===== src/rtl/y86_pkg.sv =====
// rtl/y86_pkg.sv - Y86-64 encodings and condition evaluation shared by the execute stage
package y86_pkg;

  localparam logic [3:0] I_HALT   = 4'h0;
  localparam logic [3:0] I_NOP    = 4'h1;
  localparam logic [3:0] I_RRMOVQ = 4'h2;
  localparam logic [3:0] I_IRMOVQ = 4'h3;
  localparam logic [3:0] I_RMMOVQ = 4'h4;
  localparam logic [3:0] I_MRMOVQ = 4'h5;
  localparam logic [3:0] I_OPQ    = 4'h6;
  localparam logic [3:0] I_JXX    = 4'h7;
  localparam logic [3:0] I_CALL   = 4'h8;
  localparam logic [3:0] I_RET    = 4'h9;
  localparam logic [3:0] I_PUSHQ  = 4'hA;
  localparam logic [3:0] I_POPQ   = 4'hB;

  localparam logic [3:0] ALU_ADD = 4'h0;
  localparam logic [3:0] ALU_SUB = 4'h1;
  localparam logic [3:0] ALU_AND = 4'h2;
  localparam logic [3:0] ALU_XOR = 4'h3;

  typedef enum logic [3:0] {
    C_YES = 4'h0, C_LE = 4'h1, C_L = 4'h2, C_E = 4'h3,
    C_NE  = 4'h4, C_GE = 4'h5, C_G = 4'h6
  } cond_e;

  localparam logic [3:0] S_AOK = 4'h1;
  localparam logic [3:0] S_HLT = 4'h2;
  localparam logic [3:0] S_ADR = 4'h3;
  localparam logic [3:0] S_INS = 4'h4;

  localparam logic [3:0] RNONE = 4'hF;

  localparam logic [3:0] BUBBLE_STAT  = S_AOK;
  localparam logic [3:0] BUBBLE_ICODE = I_NOP;
  localparam logic [2:0] CC_RESET     = 3'b100;

  // cc is {ZF,SF,OF}; unused condition codes evaluate false
  function automatic logic cond_eval(input logic [3:0] ifun, input logic [2:0] cc);
    logic zf, sf, of;
    {zf, sf, of} = cc;
    case (ifun)
      C_YES:   return 1'b1;
      C_LE:    return (sf ^ of) | zf;
      C_L:     return sf ^ of;
      C_E:     return zf;
      C_NE:    return ~zf;
      C_GE:    return ~(sf ^ of);
      C_G:     return ~(sf ^ of) & ~zf;
      default: return 1'b0;
    endcase
  endfunction

endpackage


===== src/rtl/alu64.sv =====
// rtl/alu64.sv - combinational Y86-64 ALU producing result and ZF/SF/OF
module alu64
  import y86_pkg::*;
#(
  parameter int W = 64
) (
  input  logic [W-1:0] a_i,
  input  logic [W-1:0] b_i,
  input  logic [3:0]   fn_i,
  output logic [W-1:0] res_o,
  output logic         zf_o,
  output logic         sf_o,
  output logic         of_o
);

  logic [W-1:0] sum, diff;

  assign sum  = b_i + a_i;
  assign diff = b_i - a_i;

  always_comb begin
    res_o = '0;
    of_o  = 1'b0;
    case (fn_i)
      ALU_ADD: begin
        res_o = sum;
        of_o  = (a_i[W-1] == b_i[W-1]) && (sum[W-1] != a_i[W-1]);
      end
      ALU_SUB: begin
        res_o = diff;
        of_o  = (a_i[W-1] != b_i[W-1]) && (diff[W-1] != b_i[W-1]);
      end
      ALU_AND: res_o = b_i & a_i;
      ALU_XOR: res_o = b_i ^ a_i;
      default: res_o = '0;
    endcase
  end

  assign zf_o = (res_o == '0);
  assign sf_o = res_o[W-1];

endmodule


===== src/rtl/execute_stage_pipe.sv =====
// rtl/execute_stage_pipe.sv - Y86-64 execute stage: E register, ALU, CC; optional EXEC_STAT_GATE_EN
module execute_stage_pipe
  import y86_pkg::*;
#(
  parameter int W      = 64,
  parameter int STKINC = 8
) (
  input  logic         clk,
  input  logic         rst,
  input  logic         E_bubble,
  input  logic [3:0]   d_stat,
  input  logic [3:0]   d_icode,
  input  logic [3:0]   d_ifun,
  input  logic [W-1:0] d_valC,
  input  logic [W-1:0] d_valA,
  input  logic [W-1:0] d_valB,
  input  logic [3:0]   d_dstE,
  input  logic [3:0]   d_dstM,
  input  logic [3:0]   d_srcA,
  input  logic [3:0]   d_srcB,
  input  logic [3:0]   m_stat,
  input  logic [3:0]   W_stat,
  output logic [3:0]   E_stat,
  output logic [3:0]   E_icode,
  output logic [3:0]   E_ifun,
  output logic [W-1:0] E_valA,
  output logic [3:0]   E_dstM,
  output logic [W-1:0] e_valE,
  output logic [3:0]   e_dstE,
  output logic         e_Cnd,
  output logic [2:0]   cc_out
);

  localparam logic [W-1:0] STK = W'(STKINC);

  logic [3:0]   stat_q, icode_q, ifun_q, dste_q, dstm_q;
  logic [W-1:0] valc_q, vala_q, valb_q;
  logic [2:0]   cc_q;

  logic [W-1:0] alu_a, alu_b;
  logic [3:0]   alu_fn;
  logic         zf, sf, of, cc_we;

  // Source IDs are consumed upstream for forwarding; execute has no use for them
  logic unused_src;
  assign unused_src = ^{d_srcA, d_srcB};

  always_ff @(posedge clk) begin
    if (rst || E_bubble) begin
      stat_q  <= BUBBLE_STAT;
      icode_q <= BUBBLE_ICODE;
      ifun_q  <= 4'h0;
      valc_q  <= '0;
      vala_q  <= '0;
      valb_q  <= '0;
      dste_q  <= RNONE;
      dstm_q  <= RNONE;
    end else begin
      stat_q  <= d_stat;
      icode_q <= d_icode;
      ifun_q  <= d_ifun;
      valc_q  <= d_valC;
      vala_q  <= d_valA;
      valb_q  <= d_valB;
      dste_q  <= d_dstE;
      dstm_q  <= d_dstM;
    end
  end

  always_comb begin
    alu_a = '0;
    alu_b = '0;
    case (icode_q)
      I_RRMOVQ:           alu_a = vala_q;
      I_OPQ:              begin alu_a = vala_q; alu_b = valb_q; end
      I_IRMOVQ:           alu_a = valc_q;
      I_RMMOVQ, I_MRMOVQ: begin alu_a = valc_q; alu_b = valb_q; end
      I_CALL, I_PUSHQ:    begin alu_a = '0 - STK; alu_b = valb_q; end
      I_RET, I_POPQ:      begin alu_a = STK; alu_b = valb_q; end
      default:            ;
    endcase
  end

  assign alu_fn = (icode_q == I_OPQ) ? ifun_q : ALU_ADD;

  alu64 #(.W(W)) u_alu (
    .a_i   (alu_a),
    .b_i   (alu_b),
    .fn_i  (alu_fn),
    .res_o (e_valE),
    .zf_o  (zf),
    .sf_o  (sf),
    .of_o  (of)
  );

`ifdef EXEC_STAT_GATE_EN
  // Once an older instruction has faulted, younger OPq results must not reach CC
  logic older_exc;
  assign older_exc = (m_stat inside {S_HLT, S_ADR, S_INS}) || (W_stat inside {S_HLT, S_ADR, S_INS});
  assign cc_we = (icode_q == I_OPQ) && (stat_q == S_AOK) && !older_exc;
`else
  logic unused_stat;
  assign unused_stat = ^{m_stat, W_stat};
  assign cc_we = (icode_q == I_OPQ) && (stat_q == S_AOK);
`endif

  always_ff @(posedge clk) begin
    if (rst)        cc_q <= CC_RESET;
    else if (cc_we) cc_q <= {zf, sf, of};
  end

  assign e_Cnd   = cond_eval(ifun_q, cc_q);
  assign e_dstE  = (icode_q == I_RRMOVQ && !e_Cnd) ? RNONE : dste_q;
  assign E_stat  = stat_q;
  assign E_icode = icode_q;
  assign E_ifun  = ifun_q;
  assign E_valA  = vala_q;
  assign E_dstM  = dstm_q;
  assign cc_out  = cc_q;

endmodule


===== config.mk =====
export PLATFORM = sky130hd
export DESIGN_NAME = execute_stage_pipe
export DESIGN_NICKNAME = d
export VERILOG_FILES = /design/src/rtl/y86_pkg.sv /design/src/rtl/alu64.sv /design/src/rtl/execute_stage_pipe.sv
export SDC_FILE = /design/constraint.sdc
export NUM_CORES = 1
export LEC_CHECK = 0
export BUFFER_PORTS_ARGS = -buffer_cell sky130_fd_sc_hd__buf_2
export CORE_AREA = 3 3 140 244
export DETAILED_ROUTE_END_ITERATION = 10
export DIE_AREA = 0 0 143 247
export PLACE_DENSITY = 0.91
export SETUP_SLACK_MARGIN = 0.05
export SKIP_CTS_REPAIR_TIMING = 1
export SYNTH_ARGS = -nofsm -noshare
export SYNTH_HDL_FRONTEND = slang
export SYNTH_SLANG_ARGS = --single-unit

===== constraint.sdc =====
create_clock -name clk -period 13.3 [get_ports clk]
set_clock_uncertainty 0.1 [all_clocks]
set_input_delay 0.665 -clock clk [delete_from_list [all_inputs] [get_ports clk]]
set_output_delay 0.665 -clock clk [all_outputs]
set_load 0.02 [all_outputs]

Word level (Yosys, flattened, before mapping)
Index checks and enable logic that the tools add are counted.
{ "op_classes": {"addsub": 2, "n_mul": 0, "div_mod_pow": 0, "order_cmp": 0, "n_eq_ne": 23, "shift": 0, "mux": 7, "bitwise": 7, "reduce_logical": 14} }
{ "ops": {"columns": ["operator", "n"], "rows": [
  ["$pmux W64 S4", 2],
  ["$add A64 B64 Y64", 1],
  ["$and A64 B64 Y64", 1],
  ["$logic_not A64 Y1", 1],
  ["$mux W64", 1],
  ["$sub A64 B64 Y64", 1],
  ["$xor A64 B64 Y64", 1],
  ["$eq A4 B2 Y1 const B", 6],
  ["$eq A4 B3 Y1 const B", 6],
  ["$eq A4 B4 Y1 const B", 4],
  ["$eq A4 B1 Y1 const B", 3],
  ["$logic_not A4 Y1", 2],
  ["$mux W4", 2],
  ["$pmux W1 S7", 1],
  ["$reduce_or A7 Y1", 1],
  ["$reduce_or A2 Y1", 3],
  ["$logic_and A1 B1 Y1", 4],
  ["$ne A1 B1 Y1", 3],
  ["$reduce_or A3 Y1", 1],
  ["$not A1 Y1", 2],
  ["$pmux W1 S2", 1],
  ["$and A1 B1 Y1", 1],
  ["$eq A1 B1 Y1", 1],
  ["$logic_not A1 Y1", 1],
  ["3 further kinds", 3]
]} }
{ "totals": {"reg_bits": 215, "latchBits": 0, "mem_bits_rw": 0, "rom_bits": 0, "in_bits": 231, "out_inout_bits": 152, "elab_cells": 62, "n_memories": 0} }

Logic depth before layout (Yosys ltp)
{ "logic_depth": {"depth_word": 7, "depth_mapped": 23, "ltp_nobuf": 20} }

Cells and area by module
A second synthesis with hierarchy kept.
{ "hier_totals": {"hier_cells": 2326, "hier_area_um2": 17760.8} }
{ "modules_own_cells": {"columns": ["mod", "instances", "cells_per_inst", "area_each_um2", "seq_area_each_um2"], "rows": [
  ["alu64", 1, 1681, 10557.6, 0.0],
  ["execute_stage_pipe", 1, 645, 7203.2, 4304.1]
]} }

Least setup slack after synthesis
Ideal clock, no wire load.
{ "synth_path": {"kind": "reg-to-reg", "start": "register icode_q[1] (netlist: E_icode[1])", "end": "register cc_q[2] (netlist: cc_out[2])", "setup_time_ps": 97, "arrival_time_ps": 6232, "required_time_ps": 13103, "setup_slack_ps": 6871, "path_stages_with_launch": 23, "n_path_buf": 2, "period_less_slack_ps": 6429, "cell_sequence": "dfxtp_1 buf_2 nand2_1 mux2_2 nor2_1 clkbuf_1 a22o_1 ha_1 inv_1 fa_1 a21o_1 a221o_1 a211oi_4 o211ai_2 a31oi_1 a31oi_2 mux2i_1 a221oi_1 nand3_1 or4_1 or4_1 or4_1 o41ai_2"} }
{ "synth_between": {"elab_chain_len": 6, "elab_cells_between_ends": 28, "classes_between": "add/sub: 2; eq/ne: 12; mux: 4; bitwise: 2; reduce/logical: 8"} }
{ "synth_lines": {"columns": ["element", "line_no", "rtl"], "rows": [
  ["start: declaration", "execute_stage_pipe.sv:36", "logic [3:0] stat_q, icode_q, ifun_q, dste_q, dstm_q;"],
  ["start signal: assignment", "execute_stage_pipe.sv:60", "icode_q <= d_icode;"],
  ["$eq A4 B3 Y1, or another cell as far along", "execute_stage_pipe.sv:73", "case (icode_q)"],
  ["$reduce_or A3 Y1 (no line), or another cell as far along", null, null],
  ["$pmux W64 S4 or $mux W64 (tied branches)", "execute_stage_pipe.sv:73", null],
  ["$sub A64 B64 Y64, or another cell as far along", "alu64.sv:19", "assign diff = b_i - a_i;"],
  ["$pmux W64 S4 *", "alu64.sv:24", "case (fn_i)"],
  ["named net e_valE[50]", "execute_stage_pipe.sv:28", "output logic [W-1:0] e_valE,"],
  ["$logic_not A64 Y1 *", "alu64.sv:39", "assign zf_o = (res_o == '0);"],
  ["end signal: assignment", "execute_stage_pipe.sv:109", "else if (cc_we) cc_q <= {zf, sf, of};"],
  ["end: declaration", "execute_stage_pipe.sv:38", "logic [2:0] cc_q;"]
]} }
Mark *: on every way through the listed nets, which the timed path passes. The rest lies on a longest branch.
A chain may end at the register's enable or synchronous reset.

Worst setup path after layout
{ "layout_path": {"start": "register icode_q[1] (netlist: E_icode[1])", "end": "output port e_valE[63]"} }
{ "layout_between": {"elab_chain_len": 5, "elab_cells_between_ends": 26, "classes_between": "add/sub: 2; eq/ne: 12; mux: 4; bitwise: 2; reduce/logical: 6"} }
{ "layout_lines": {"columns": ["element", "line_no"], "rows": [
  ["$eq A4 B3 Y1, or another cell as far along", "execute_stage_pipe.sv:73"],
  ["$reduce_or A3 Y1 (no line), or another cell as far along", null],
  ["$pmux W64 S4 or $mux W64 (tied branches)", "execute_stage_pipe.sv:73"],
  ["$sub A64 B64 Y64, or another cell as far along", "alu64.sv:19"],
  ["$pmux W64 S4 *", "alu64.sv:24"],
  ["end: declaration", "execute_stage_pipe.sv:28"]
]} }
Every way passes the cells marked *; elsewhere a longest branch is shown, timed or not.

==> results <==
- The run finished with clean final reports.
- The worst supply voltage drop on vdd is between 100 and 150 uV.
- The number of buffers and inverters on the critical path is 2.
- After synthesis, the netlist uses 106 different library cells.
- The number of H-tree levels is 1.
- After synthesis, the cell types taking the most area are sky130_fd_sc_hd__dfxtp_1 23%, sky130_fd_sc_hd__and2_1 9.4%, sky130_fd_sc_hd__ha_1 9.1%, sky130_fd_sc_hd__a21oi_1 5.2%, sky130_fd_sc_hd__nor2_1 3.6%.
- After the last flow step, the layout net total stands at slightly above 3000.
- The critical path class is flop to primary output.
- The count of endpoints failing hold in the final timing report is 0.
- The first-pass iteration count of the detailed router is 8.
- The via count of the first global-routing pass is around 21000.
- The total wire length after detailed routing is 83160 um.
- The worst min-delay path class is input port to flop.
- Counting flops and latches in the post-synthesis netlist gives around 220.
- The die boundary height is between 200 and 250 um.
- The half-perimeter wire length after detailed placement is about 63000 um.
- The count of unresolved DRC violations after routing is 0.
- The final core area utilization is 64.79%.
- The number of placed instances, taps included, is just over 3000.
- Of the cells placed in the final design, the portion with a size suffix greater than 1 is a little under a fifth.
- The initial standard-cell utilization of the core is 56.84%.
- The number of max-slew violations in the final report came to 0.
- The I/O pin total is 383.
- At the later pin of the worst-skew pair, clock insertion delay measures ~0.55 ns.
- The post-synthesis instance total is around 2500.
- Walking the worst path, the cells encountered are mux2_2 -> nor2_4 -> buf_4 -> a221oi_1 -> ha_1 -> nand4_1 -> nor2_1 -> nand3_1 -> a211oi_1 -> o21ai_0 -> a21oi_1 -> o31ai_1 -> o2bb2ai_1 -> o2111ai_1 -> a21oi_1 -> o21ai_0 -> buf_2.
- The core outline area is approximately 32000 um^2.
- The area of the die is 35320 um^2.
- Setup violations remaining at the end of the flow were counted as 0.
- The iteration-0 DRC count of the detailed router is between 2000 and 2500.
- The number of rows in the core area is between 80 and 90.
- Dividing total power by cell area gives a power density of 83.92 nW/um^2.
- Setup repair after global routing left no endpoint under its margin.
- Based on the critical path, the design can be clocked at up to between 100 and 150 MHz.
- The clock tree from TritonCTS is done.
- For the worst setup path, the data required time is about 13 ns.
- The clock tree root driver cell is sky130_fd_sc_hd__clkbuf_16.
- The count of buffers added on input and output ports is 366.
- The top flip-flop cell by instance count after synthesis is sky130_fd_sc_hd__dfxtp_1.
- Dividing the detail-routed wire length by the instance count gives 26.71 um.
- The worst path uses a little over two thirds of the clock period.
- The first global-routing pass estimated 122300 um of wire.
- The global-route total usage across every layer is 44.91%.
- The relative slew slack is less than 1%.
- The routed design could run at a clock period as short as slightly above 9 ns.
- The detailed-route vias per instance is 6.834.
- A synthesized cell averages between 7 and 8 um^2.
- The congestion estimate from routability-driven global placement came to slightly above 1.
- Of all cell types, the one taking the most synthesized area is sky130_fd_sc_hd__dfxtp_1.
- For this design the static power due to leakage is around 0.010 uW.
- The arrival time at the worst endpoint is between 8 and 9 ns.
- The number of nets produced by synthesis is about 2800.
- The clock-pin transition on the worst setup and hold timing paths is 0.07 ns.
- The overflow left after global routing is 0.
- For this run, the slowest stage of the critical path takes roughly 1.3 ns.
- The total CTS buffers is 20.
- From left edge to right edge, the die measures ~140 um.
- Detailed routing inserted a total of roughly 21000 vias.
- The clock sink count is ~220.
- Yosys mapped a number of flops with a built-in enable equal to 0.
- In the synthesized netlist the async set-or-reset flop fraction comes to 0%.
- In this run the deepest clock path goes through 3 buffers.
- On the critical path the largest part of the delay comes from compound AO/OA/AOI/OAI gates.
- The slew at the pin with the worst max-slew slack is approximately 1.5 ns.
- Compared with the post-synthesis result, the final layout area differs by 13.98%.
- STA classifies the critical path endpoint as a primary output.
- The highest fanout seen on the critical path is 62.
- The worst-path cell with the longest stage delay is sky130_fd_sc_hd__a221oi_1.
- The pin count of the biggest net entering global routing is ~130.
- The number of maximum-capacitance violations is 0.
- In this run the cell area of the synthesized design comes to 18380 um^2.
- STA classifies the critical path startpoint as a flop.
- The filler-free cell count of the finished design is just over 3000.
- The register area share after synthesis is 23.42%.
- The number of antenna violations at the first check in global routing is 2.
- Setup total negative slack on the finished layout was measured at 0 ns.
- The remaining number of nets flagged by the antenna check after routing is 0.
- The synthesized design devotes to its leading area cell type around a quarter of total area.
- The total of warnings raised by yosys is 0.
- The final hold slack is 0.1915 ns.
-- layer usage --
layer | share of wire [%] | track usage, %
met4 | 10 | 35.93
met2 | 48 | 76.32
met3 | 9.6 | 10.86
met5 | 0.016 | 0
met1 | 32 | 46.36
-- worst register-to-register path, cell delays in order (launching register included) --
cell and delay (ns):
sky130_fd_sc_hd__dfxtp_1 0.61, sky130_fd_sc_hd__mux2_2 0.28, sky130_fd_sc_hd__nor2_4 0.03, sky130_fd_sc_hd__buf_4 0.36, sky130_fd_sc_hd__a221oi_1 1.35, sky130_fd_sc_hd__ha_1 0.63, sky130_fd_sc_hd__nand4_1 0.33, sky130_fd_sc_hd__nor2_1 0.42
sky130_fd_sc_hd__nand3_1 0.27, sky130_fd_sc_hd__a211oi_1 1.07, sky130_fd_sc_hd__o21ai_0 0.38, sky130_fd_sc_hd__a21oi_1 0.40, sky130_fd_sc_hd__o31ai_1 0.17, sky130_fd_sc_hd__a21boi_0 0.16, sky130_fd_sc_hd__a211o_1 0.37, sky130_fd_sc_hd__or4_1 0.62
sky130_fd_sc_hd__or4_1 0.48, sky130_fd_sc_hd__or4_1 0.48, sky130_fd_sc_hd__o41ai_2 0.20
-- sequential cells by signal, summed over array words and instances (netlist names) --
name and cells:
E_stat 4, E_icode 4, cc_out 3, valb_q 64, E_dstM 4, valc_q 64
E_valA 64, dste_q 4, E_ifun 4
-- power breakdown --
part | switching [uW] | internal (uW)
clock network | 266 | 320
registers | 13.7 | 669
logic | 321 | 167
-- metrics by stage --
| stage | worst slack, ns | instance area, um^2 | power [uW] |
|---|---|---|---|
| floorplan | 6.871 | 18380 | 986.4 |
| global placement | 5.740 | 20290 | 1146 |
| detailed placement | 5.603 | 20290 | 1157 |
| CTS | 5.125 | 20940 | 1735 |
| global route | 4.148 | 20950 | 1812 |
| finish | 4.072 | 20950 | 1758 |
-- area by class of cell --
type | instances | area, um^2
antenna | 1 | 2.502
clock buffer | 26 | 563.0
clock inverter | 8 | 87.58
fill | 2687 | 11380
inverter | 136 | 510.5
multi-input combinational | 1937 | 12960
sequential | 215 | 4304
tap | 400 | 500.5
timing repair buffer | 391 | 2019
-- final timing paths --
kind,from,end,slack (ns),cells after the start
worst min-delay path,d_dstE[1],dste_q[1]$_SDFF_PP1_,0.19,2
worst max-delay path,E_icode[1]$_SDFF_PP0_,e_valE[63],4.07,17
worst min register to register,cc_out[0]$_SDFFE_PP0P_,cc_out[0]$_SDFFE_PP0P_,0.49,2
worst max register to register,E_icode[1]$_SDFF_PP0_,cc_out[2]$_SDFFE_PP1P_,4.50,18
-- synthesized netlist by cell type, types with 8 or more instances --
cell type,number
sky130_fd_sc_hd__and2_1,275
sky130_fd_sc_hd__dfxtp_1,215
sky130_fd_sc_hd__a21oi_1,191
sky130_fd_sc_hd__nor2_1,177
sky130_fd_sc_hd__nand2_1,171
sky130_fd_sc_hd__clkbuf_1,137
sky130_fd_sc_hd__inv_1,135
sky130_fd_sc_hd__ha_1,133
sky130_fd_sc_hd__o21ai_0,123
sky130_fd_sc_hd__a221oi_1,72
sky130_fd_sc_hd__nor3_1,63
sky130_fd_sc_hd__nand3_1,52
sky130_fd_sc_hd__o31ai_1,44
sky130_fd_sc_hd__nor4_1,41
sky130_fd_sc_hd__a21o_1,33
sky130_fd_sc_hd__nand4_1,32
sky130_fd_sc_hd__o211ai_1,32
sky130_fd_sc_hd__a211oi_1,28
sky130_fd_sc_hd__nand2b_1,27
sky130_fd_sc_hd__a31oi_1,24
sky130_fd_sc_hd__nor2b_1,24
sky130_fd_sc_hd__a211o_1,22
sky130_fd_sc_hd__o21bai_1,21
sky130_fd_sc_hd__xnor2_1,20
sky130_fd_sc_hd__or3_1,18
sky130_fd_sc_hd__o21a_1,17
sky130_fd_sc_hd__or2_2,16
sky130_fd_sc_hd__a221o_1,15
sky130_fd_sc_hd__a21boi_0,12
sky130_fd_sc_hd__and3_1,12
sky130_fd_sc_hd__a311oi_1,11
sky130_fd_sc_hd__buf_1,11
sky130_fd_sc_hd__buf_2,11
sky130_fd_sc_hd__mux2i_1,11
sky130_fd_sc_hd__o22ai_1,11
sky130_fd_sc_hd__or4_1,10
sky130_fd_sc_hd__a22oi_1,9
sky130_fd_sc_hd__nor3b_1,9
sky130_fd_sc_hd__o2111ai_1,8
sky130_fd_sc_hd__o211a_1,8
sky130_fd_sc_hd__o221ai_1,8
sky130_fd_sc_hd__o31a_1,8
-- layout by cell type, fill, tap and decap left out, types with 12 or more instances in the layout --
cell type	instances
sky130_fd_sc_hd__nor2b_1	24
sky130_fd_sc_hd__inv_1	135
sky130_fd_sc_hd__o31ai_1	44
sky130_fd_sc_hd__nor2_1	174
sky130_fd_sc_hd__and2_1	275
sky130_fd_sc_hd__o211ai_1	32
sky130_fd_sc_hd__nor4_1	41
sky130_fd_sc_hd__ha_1	133
sky130_fd_sc_hd__buf_2	366
sky130_fd_sc_hd__a21boi_0	12
sky130_fd_sc_hd__a21o_1	33
sky130_fd_sc_hd__o21ai_0	123
sky130_fd_sc_hd__a211oi_1	28
sky130_fd_sc_hd__nand4_1	32
sky130_fd_sc_hd__o21a_1	17
sky130_fd_sc_hd__a221oi_1	72
sky130_fd_sc_hd__o21bai_1	21
sky130_fd_sc_hd__or2_2	16
sky130_fd_sc_hd__a221o_1	15
sky130_fd_sc_hd__nand2_1	171
sky130_fd_sc_hd__or3_1	18
sky130_fd_sc_hd__a31oi_1	24
sky130_fd_sc_hd__dfxtp_1	215
sky130_fd_sc_hd__a211o_1	22
sky130_fd_sc_hd__nand3_1	52
sky130_fd_sc_hd__a21oi_1	191
sky130_fd_sc_hd__nand2b_1	26
sky130_fd_sc_hd__buf_4	25
sky130_fd_sc_hd__nor3_1	63
sky130_fd_sc_hd__clkbuf_16	20
sky130_fd_sc_hd__xnor2_1	20
-- cell families after synthesis --
logic type / synth area share, %
XOR/XNOR: 1.049
AO/OA/AOI/OAI: 31.07
AND/OR/NAND/NOR: 27.89
adder cells (fa/ha/maj): 9.327
buffers and inverters: 6.345
flip-flops: 23.42
multiplexers: 0.9055
No activity file was read; power rests on OpenSTA's default activity.
